==> config.mk <==
export PLATFORM = sky130hd
export DESIGN_NAME = uart_rx
export DESIGN_NICKNAME = d
export VERILOG_FILES = /design/src/rtl/uart_pkg.sv /design/src/rtl/uart_rx_fifo.sv /design/src/rtl/uart_rx.sv
export SDC_FILE = /design/constraint.sdc
export NUM_CORES = 1
export LEC_CHECK = 0
export CAP_MARGIN = 30
export CELL_PAD_IN_SITES_DETAIL_PLACEMENT = 2
export CELL_PAD_IN_SITES_GLOBAL_PLACEMENT = 2
export CORE_MARGIN = 4
export CORE_UTILIZATION = 42
export CTS_CLUSTER_DIAMETER = 60
export DETAILED_ROUTE_END_ITERATION = 12
export GPL_TIMING_DRIVEN = 0
export PLACE_DENSITY_LB_ADDON = 0.1
export SYNTH_ARGS = -nofsm -noshare
export SYNTH_HDL_FRONTEND = slang
export SYNTH_SLANG_ARGS = --single-unit
==> constraint.sdc <==
create_clock -name clk_core -period 2.53 [get_ports clk_core]
set_input_delay 0.6325 -clock clk_core [delete_from_list [all_inputs] [get_ports clk_core]]
set_output_delay 0.6325 -clock clk_core [all_outputs]
set_load 0.02 [all_outputs]
==> src/rtl/uart_pkg.sv <==
// Shared UART definitions: deframer state encoding, frame geometry
// and bit-period counter sizing used by the RX path and, later, the TX path.
package uart_pkg;

  localparam int DATA_BITS = 8;

  typedef enum logic [2:0] {
    ST_IDLE,
    ST_START,
    ST_DATA,
    ST_STOP,
    ST_BREAK
  } rx_state_t;

  // Counter holds values 0 .. bit_cycles-1
  function automatic int cnt_width(input int bit_cycles);
    return (bit_cycles < 2) ? 1 : $clog2(bit_cycles);
  endfunction

endpackage

==> src/rtl/uart_rx_fifo.sv <==
// Receive byte FIFO with first-word fall-through head and drop reporting.
// Pointers carry one extra wrap bit to tell full from empty.
module uart_rx_fifo
  import uart_pkg::*;
#(
  parameter int DEPTH = 4,
  parameter int WIDTH = DATA_BITS
) (
  input  logic             clk,
  input  logic             rst_n,
  input  logic             i_push,
  input  logic [WIDTH-1:0] i_wdata,
  input  logic             i_pop,
  output logic [WIDTH-1:0] o_rdata,
  output logic             o_full,
  output logic             o_empty,
  output logic             o_drop
);

  localparam int AW = $clog2(DEPTH);

  logic [AW:0]      r_wptr;
  logic [AW:0]      r_rptr;
  logic [WIDTH-1:0] r_mem [DEPTH];

  logic w_do_pop;
  logic w_do_push;

  assign o_empty = (r_wptr == r_rptr);
  assign o_full  = (r_wptr[AW] != r_rptr[AW]) &&
                   (r_wptr[AW-1:0] == r_rptr[AW-1:0]);

  assign w_do_pop  = i_pop & ~o_empty;
  // A pop on the same edge frees the slot the push lands in
  assign w_do_push = i_push & (~o_full | w_do_pop);
  assign o_drop    = i_push & ~w_do_push;

  assign o_rdata = r_mem[r_rptr[AW-1:0]];

  always_ff @(posedge clk or negedge rst_n) begin
    if (!rst_n) begin
      r_wptr <= '0;
      r_rptr <= '0;
    end else begin
      if (w_do_push) r_wptr <= r_wptr + 1'b1;
      if (w_do_pop)  r_rptr <= r_rptr + 1'b1;
    end
  end

  always_ff @(posedge clk) begin
    if (w_do_push) r_mem[r_wptr[AW-1:0]] <= i_wdata;
  end

endmodule

==> src/rtl/uart_rx.sv <==
// 8N1 serial receiver: two-flop synchronizer, bit-period deframer,
// byte FIFO with valid/ready pop and sticky overrun/framing flags.
module uart_rx
  import uart_pkg::*;
#(
  parameter int BIT_CYCLES = 347,
  parameter int FIFO_DEPTH = 4
) (
  input  logic                 clk_core,
  input  logic                 reset_n,
  input  logic                 rx,
  output logic [DATA_BITS-1:0] rd_data,
  output logic                 rd_valid,
  input  logic                 rd_ready,
  output logic                 overrun,
  output logic                 frame_err,
  input  logic                 err_clear,
  output logic                 busy
);

  localparam int CW = cnt_width(BIT_CYCLES);
  localparam logic [CW-1:0] HALF_M1 = CW'(BIT_CYCLES / 2 - 1);
  localparam logic [CW-1:0] FULL_M1 = CW'(BIT_CYCLES - 1);

  logic                 r_sync1;
  logic                 r_sync2;
  rx_state_t            r_state;
  logic [CW-1:0]        r_cnt;
  logic [2:0]           r_bit_idx;
  logic [DATA_BITS-1:0] r_shift;
  logic                 r_busy;
  logic                 r_overrun;
  logic                 r_frame_err;

  logic w_expire;
  logic w_stop_hit;
  logic w_push;
  logic w_ferr_set;
  logic w_empty;
  logic w_full;
  logic w_drop;

  assign w_expire   = (r_cnt == '0);
  assign w_stop_hit = (r_state == ST_STOP) && w_expire;
  assign w_push     = w_stop_hit & r_sync2;
  assign w_ferr_set = w_stop_hit & ~r_sync2;

  always_ff @(posedge clk_core or negedge reset_n) begin
    if (!reset_n) begin
      r_sync1 <= 1'b1;
      r_sync2 <= 1'b1;
    end else begin
      r_sync1 <= rx;
      r_sync2 <= r_sync1;
    end
  end

  always_ff @(posedge clk_core or negedge reset_n) begin
    if (!reset_n) begin
      r_state   <= ST_IDLE;
      r_cnt     <= '0;
      r_bit_idx <= '0;
      r_shift   <= '0;
      r_busy    <= 1'b0;
    end else begin
      unique case (r_state)
        ST_IDLE: begin
          if (!r_sync2) begin
            r_cnt   <= HALF_M1;
            r_state <= ST_START;
            r_busy  <= 1'b1;
          end
        end
        ST_START: begin
          if (!w_expire) begin
            r_cnt <= r_cnt - 1'b1;
          end else if (r_sync2) begin
            r_state <= ST_IDLE;
            r_busy  <= 1'b0;
          end else begin
            r_cnt     <= FULL_M1;
            r_bit_idx <= '0;
            r_state   <= ST_DATA;
          end
        end
        ST_DATA: begin
          if (!w_expire) begin
            r_cnt <= r_cnt - 1'b1;
          end else begin
            r_shift <= {r_sync2, r_shift[DATA_BITS-1:1]};
            r_cnt   <= FULL_M1;
            if (r_bit_idx == 3'(DATA_BITS - 1)) r_state <= ST_STOP;
            else r_bit_idx <= r_bit_idx + 1'b1;
          end
        end
        ST_STOP: begin
          if (!w_expire) begin
            r_cnt <= r_cnt - 1'b1;
          end else begin
            r_state <= r_sync2 ? ST_IDLE : ST_BREAK;
            r_busy  <= ~r_sync2;
          end
        end
        ST_BREAK: begin
          // Held-low line must return high before a new start is seen
          if (r_sync2) begin
            r_state <= ST_IDLE;
            r_busy  <= 1'b0;
          end
        end
        default: begin
          r_state <= ST_IDLE;
          r_busy  <= 1'b0;
        end
      endcase
    end
  end

  always_ff @(posedge clk_core or negedge reset_n) begin
    if (!reset_n) begin
      r_overrun   <= 1'b0;
      r_frame_err <= 1'b0;
    end else begin
      if (w_drop)         r_overrun <= 1'b1;
      else if (err_clear) r_overrun <= 1'b0;
      if (w_ferr_set)     r_frame_err <= 1'b1;
      else if (err_clear) r_frame_err <= 1'b0;
    end
  end

  uart_rx_fifo #(
    .DEPTH (FIFO_DEPTH),
    .WIDTH (DATA_BITS)
  ) u_fifo (
    .clk     (clk_core),
    .rst_n   (reset_n),
    .i_push  (w_push),
    .i_wdata (r_shift),
    .i_pop   (rd_ready),
    .o_rdata (rd_data),
    .o_full  (w_full),
    .o_empty (w_empty),
    .o_drop  (w_drop)
  );

  assign rd_valid  = ~w_empty;
  assign overrun   = r_overrun;
  assign frame_err = r_frame_err;
  assign busy      = r_busy;

endmodule

* Yosys cells after proc, flatten, opt, wreduce, memory -nomap -nowiden
Memory sizes are Yosys's and may differ from the RTL's.
Cells that the tools add are included.
** Storage, ports and cells
- Bits in registers :: 34
- Bits in writable memories :: 32
- Input bits :: 5
- Output and inout port bits :: 12
- Logic and storage cells :: 88
- Memories kept :: 1
** Operators by class
- Add/subtract/negate cells :: 4
- Equality and inequality tests :: 18
- Mux-type cells :: 30
- Bitwise gates (word level) :: 11
- Reduce and logical (&&, ||, !) cells :: 13
** Memory list
- u_fifo.r_mem :: words 4, bits a word 8, rd ports 1, clocked after memory_dff 0, write ports 1, RTL line uart_rx_fifo.sv:24 : logic [WIDTH-1:0] r_mem [DEPTH];
** Operator list (count)
- $mux W9 :: 5
- $pmux W9 S4 :: 1
- $mux W3 :: 11
- $ne A2 B2 Y1 const B :: 9
- $pmux W3 S5 :: 1
- $add A3 B1 Y3 const B :: 3
- $logic_not A9 Y1 :: 1
- $mux W1 :: 9
- $sub A9 B1 Y9 const B :: 1
- $reduce_and A4 Y1 :: 2
- $eq A3 B2 Y1 const B :: 2
- $eq A3 B3 Y1 const B :: 2
- $pmux W3 S2 :: 1
- $reduce_and A6 Y1 :: 1
- $reduce_bool A2 Y1 :: 3
- $and A1 B1 Y1 :: 5
- $not A1 Y1 :: 5
- $pmux W1 S5 :: 1
- $reduce_and A5 Y1 :: 1
- $reduce_bool A4 Y1 :: 1
- $eq A3 B1 Y1 const B :: 1
- $eq A3 B3 Y1 :: 1
- $logic_not A3 Y1 :: 1
- $ne A3 B3 Y1 const B :: 1
- other kinds (6) :: 7

* Longest topological paths before layout
- Word-level depth :: 8
- Gate-level depth with buffers :: 6
- Gate-level depth less buffers :: 6

* Cells and area by module
From an unflattened synthesis, not the netlist that was laid out.
** Second synthesis, totals
- Cells, all modules :: 218
- Area, all modules :: 3084.2 µm²
** Modules (own cells, without submodules)
- uart_rx_fifo :: times used 1, cells an instance 84, area each 1610.3 µm²
- uart_rx :: times used 1, cells an instance 134, area each 1473.9 µm²

* Worst setup path after synthesis
Ideal clock, no wire load.
- Path type :: register -> register
- From :: register r_cnt[0]
- To :: memory u_fifo.r_mem[0][0] in the netlist's numbering, enable pin
- Setup time :: 0.332 ns
- Arrival :: 1.933 ns
- Slack :: 0.265 ns
- Cell stages (with the launch flop) :: 7
- Period minus slack after synthesis :: 2.265 ns
- Cells stage by stage :: dfrtp_1 inv_1 ha_1 nor4b_4 nand2_4 nor4_4 and2_1
** Between the ends
- Longest elaborated chain between the ends :: 6
** Ends and longest elaborated chain
- start: declaration :: RTL line uart_rx.sv:28 : logic [CW-1:0] r_cnt;
- start signal: assignment :: RTL line uart_rx.sv:76 : r_cnt <= r_cnt - 1'b1;
- start signal: assignment :: RTL line uart_rx.sv:88 : r_cnt <= r_cnt - 1'b1;
- start signal: assignment :: RTL line uart_rx.sv:98 : r_cnt <= r_cnt - 1'b1;
- $logic_not A9 Y1 :: RTL line uart_rx.sv:43 : assign w_expire = (r_cnt == '0);
- $logic_and A1 B1 Y1 :: RTL line uart_rx.sv:44 : assign w_stop_hit = (r_state == ST_STOP) && w_expire;
- $and A1 B1 Y1 :: RTL line uart_rx.sv:45 : assign w_push = w_stop_hit & r_sync2;
- $and A1 B1 Y1 :: RTL line uart_rx_fifo.sv:35 : assign w_do_push = i_push & (~o_full | w_do_pop);
- $mux W1 :: RTL line uart_rx_fifo.sv:51 : if (w_do_push) r_mem[r_wptr[AW-1:0]] <= i_wdata;
- $mux W1 (not written as such) :: RTL line uart_rx_fifo.sv:51
- end: declaration :: RTL line uart_rx_fifo.sv:24
Every way passes these cells.

* Worst setup path after layout
- From :: register u_fifo.r_rptr[0]
- To :: output rd_data[1]
** Between the ends
- Longest elaborated chain between the ends :: 1
** Ends and longest elaborated chain
- start: declaration :: RTL line uart_rx_fifo.sv:23 : logic [AW:0] r_rptr;
- start signal: assignment :: RTL line uart_rx_fifo.sv:46 : if (w_do_pop) r_rptr <= r_rptr + 1'b1;
- $mem_v2 Z4 W8
- end: declaration :: RTL line uart_rx.sv:12 : output logic [DATA_BITS-1:0] rd_data,
Every way passes these cells.

==> summary.md <==
| Metric | Value |
|---|---|
| Cts bufs inserted | `9` |
| Req. time, crit path | `1.90 ns` |
| DRT iter0 DRCs | `65` |
| GRT Util Overall | `18.1%` |
| Critical path type | `reg -> out` |
| Worst Path Arrival | `1.78 ns` |
| Avg Cell Area, Syn | `14.1 um2` |
| Final GP Congestion | `0.799` |
| Initial antenna violation count | `0` |
| Syn_nets | `230` |
| Largest net degree at the start of global routing | `35` |
| Port Buffers | `16` |
| Slew HR | `46.8%` |
| Initial Utilization | `44.1%` |
| Cts hold-fix bufs | `0` |
| Reg clk slew, reported paths | `0.07 ns` |
| Commonest register cell after synthesis | `edfxtp_1` |
| Placement Setup Slack | `-0.357 ns` |
| Clock root buffer | `clkbuf_8` |
| Area Overhead vs Synth | `15.5%` |
| CP startpoint kind | `flop` |
| Layout Skew | `0.00663 ns` |
| Worst reg2reg endpoint | `u_fifo.r_mem[3][1]$_DFFE_PP_` |
| Total power | `2020 uW` |
| Maximum capacitance violations | `0` |
| First-pass GRT wire length | `11800 um` |
| DRT Wirelength | `7250 um` |
| FF-to-FF path depth | `6` |
| Die Y | `93.4 um` |
| Outcome | `complete, no violations` |
| H-tree Lvls | `3` |
| GRT Residual Overflow | `0` |
| DRC | `0` |
| CORE AREA | `6940 um2` |
| PD cells | `572 nW/um2` |
| Clk Latency, worst-skew pair | `0.34 ns` |
| IR drop worst, VDD | `0.259 mV` |
| Die area | `8720 um2` |
| Drt first pass iters | `4` |
| Nets@finish | `258` |
| Worst Hold End | `r_sync2$_DFF_PN1_` |
| Final Setup Violations | `0` |
| TritonCTS clock tree | `done` |
| Unique cell type count in the Yosys netlist | `60` |
| Row Count | `30` |
| Hold WC Path Type | `reg -> reg` |
| Fin util | `50.9%` |
| Clock Path Buffers | `2` |
| Worst Setup Slack, final | `0.113 ns` |
| Total Neg Setup Slack | `0 ns` |
| Sequential share of the synthesized area | `59.3%` |
| Detailed-route via count | `1967` |
| Fin crit share | `95.5%` |
| Final Hold Viols | `0` |
| Ys async rst share | `51.5%` |
| RSZ-0062 raised after global routing | `no` |
| Fmax | `0.414 GHz` |
| Hold path depth | `0` |
| EDFF count, synth | `32` |
| Hold Startpoint | `r_sync1$_DFF_PN1_` |
| Share of cells above drive strength 1 | `24.1%` |
| Pins Over Slew Limit | `0` |
| Post-layout min period | `2.42 ns` |
| DR WL/cell | `21.0 um` |
| Nature of the critical path endpoint | `output pin` |
| R2r startpoint | `r_cnt[0]$_DFFE_PN0P_` |
| Hpwl dp | `5160 um` |
| Cells after Synth | `217` |
| Diode count | `0` |
| Num ports | `17` |
| P_leak | `0.00150 uW` |
| Vias/cell | `5.70` |
| Synthesis-stage register bit count | `66` |
| CTS Sinks | `66` |
| Yosys Warn Count | `0` |
| Vias in the first global route | `2210` |
| Reg-to-reg slack, setup | `0.24 ns` |
| Worst Tran Pin Value | `0.798 ns` |
| Die W | `93.4 um` |
| Antenna Nets Post-Route | `0` |
| Synth Cell Area | `3060 um2` |
| Crit path max fanout | `10` |
[final cells by class]
type / count / area (um2)
multi-input combinational: 132 / 1170
clock inverter: 5 / 55.1
buffer: 7 / 36.3
timing repair buffer: 17 / 151
fill: 664 / 3410
inverter: 12 / 45.0
clock buffer: 10 / 138
sequential: 66 / 1810
tap: 96 / 120
[registers in the layout, summed over array words and instances, names as in the netlist, 3 cells and up]
signal         flops
u_fifo.r_wptr      3
r_shift            8
r_bit_idx          3
u_fifo.r_rptr      3
r_state            3
u_fifo.r_mem      32
r_cnt              9
[routing by layer]
layer / wire length, um / vias up / track usage (%) / part of all wire, %
met4: 137 / 0 / 8.18 / 1.9
met3: 162 / 12 / 2.98 / 2.2
met5: 0 / - / 0 / 0
met2: 3730 / 29 / 30.6 / 51
met1: 3220 / 1035 / 22.8 / 44
li1: - / 891 / - / -
[cells in the mapped netlist (2+ instances only)]
library cell | count | area [um2]
nor2_1 | 8 | 30.0
xor2_1 | 2 | 17.5
mux4_2 | 8 | 180
nand4_1 | 2 | 12.5
o221ai_1 | 2 | 17.5
edfxtp_1 | 32 | 961
nand2_1 | 8 | 30.0
o211ai_1 | 2 | 15.0
clkbuf_1 | 4 | 15.0
a31oi_1 | 4 | 25.0
dfstp_2 | 2 | 52.6
nor2b_1 | 2 | 12.5
xnor2_1 | 6 | 52.6
o22ai_1 | 2 | 12.5
nand2b_1 | 3 | 18.8
inv_1 | 12 | 45.0
nand3_1 | 4 | 20.0
o2111ai_1 | 3 | 26.3
dfrtp_1 | 32 | 801
nand3b_1 | 3 | 22.5
nor3b_1 | 2 | 15.0
and2_1 | 3 | 18.8
a21o_1 | 2 | 15.0
mux2_2 | 10 | 113
buf_2 | 2 | 10.0
a21oi_1 | 8 | 40.0
o2bb2ai_1 | 2 | 17.5
o21ai_0 | 5 | 25.0
nor4_2 | 2 | 25.0
ha_1 | 8 | 100
or3_1 | 3 | 18.8
[repair_timing]
action,4_1_cts,5_1_grt
endpoints found under the setup margin,41,32
pin swaps,0,1
resized for setup,13,1
buffers inserted,1,0
[critical path, stage by stage (launching register included)]
cell and delay (ns):
dfrtp_1 0.38, buf_6 0.20, mux4_2 0.52, dlygate4sd2_1 0.34
[worst max-delay path by stage]
stage                                         to  slack (ns)                         start  cells after the start
finish                                rd_data[1]        0.11  u_fifo.r_rptr[0]$_DFFE_PN0P_                      3
detailed placement  u_fifo.r_mem[2][1]$_DFFE_PP_       -0.36          r_cnt[0]$_DFFE_PN0P_                      6
global placement    u_fifo.r_mem[2][1]$_DFFE_PP_       -0.18                      rd_ready                      4
global route                          rd_data[2]        0.02  u_fifo.r_rptr[0]$_DFFE_PN0P_                      3
floorplan           u_fifo.r_mem[0][0]$_DFFE_PP_        0.27          r_cnt[0]$_DFFE_PN0P_                      6
CTS                                   rd_data[1]        0.07  u_fifo.r_rptr[0]$_DFFE_PN0P_                      3
[placed cells by master, fill, tap and decap left out, types with 3 or more instances in the layout]
cell type and n:
or3_1 3, inv_1 12, clkbuf_1 4, nand3b_1 3, mux2_2 10, buf_2 3, edfxtp_1 32, dfrtp_1 32
nand2b_1 3, dlygate4sd2_1 9, and2_2 3, nand3_1 4, o21ai_0 5, o2111ai_1 3, clkbuf_8 10, ha_1 8
nand2_1 8, xnor2_1 6, a21oi_1 8, nor2_1 8, mux4_2 8, clkdlybuf4s50_1 6, a31oi_1 4
[power by group]
part | switching [uW] | internal (uW)
clock | 401 | 473
sequential | 0.411 | 1120
combinational | 20.2 | 7.84
total | 421 | 1600
[cells by family after synthesis]
kind of cell	synth area share [%]
muxes	10.8
buffers and inverters	2.53
adders and majority gates	3.27
xor gates and xnor gates	2.29
and+or+nand+nor	12.6
AOI/OAI and AO/OA	9.32
DFF	59.3
[per-stage QoR]
stage / area (um2) / hold WS [ns] / cells
finish: 3530 / 0.359 / 345
floorplan: 3060 / 0.337 / 217
global route: 3530 / 0.366 / 345
CTS: 3530 / 0.360 / 345
detailed placement: 3340 / 0.351 / 329
global placement: 3340 / 0.346 / 329
Power figures use the tool's default switching activity.
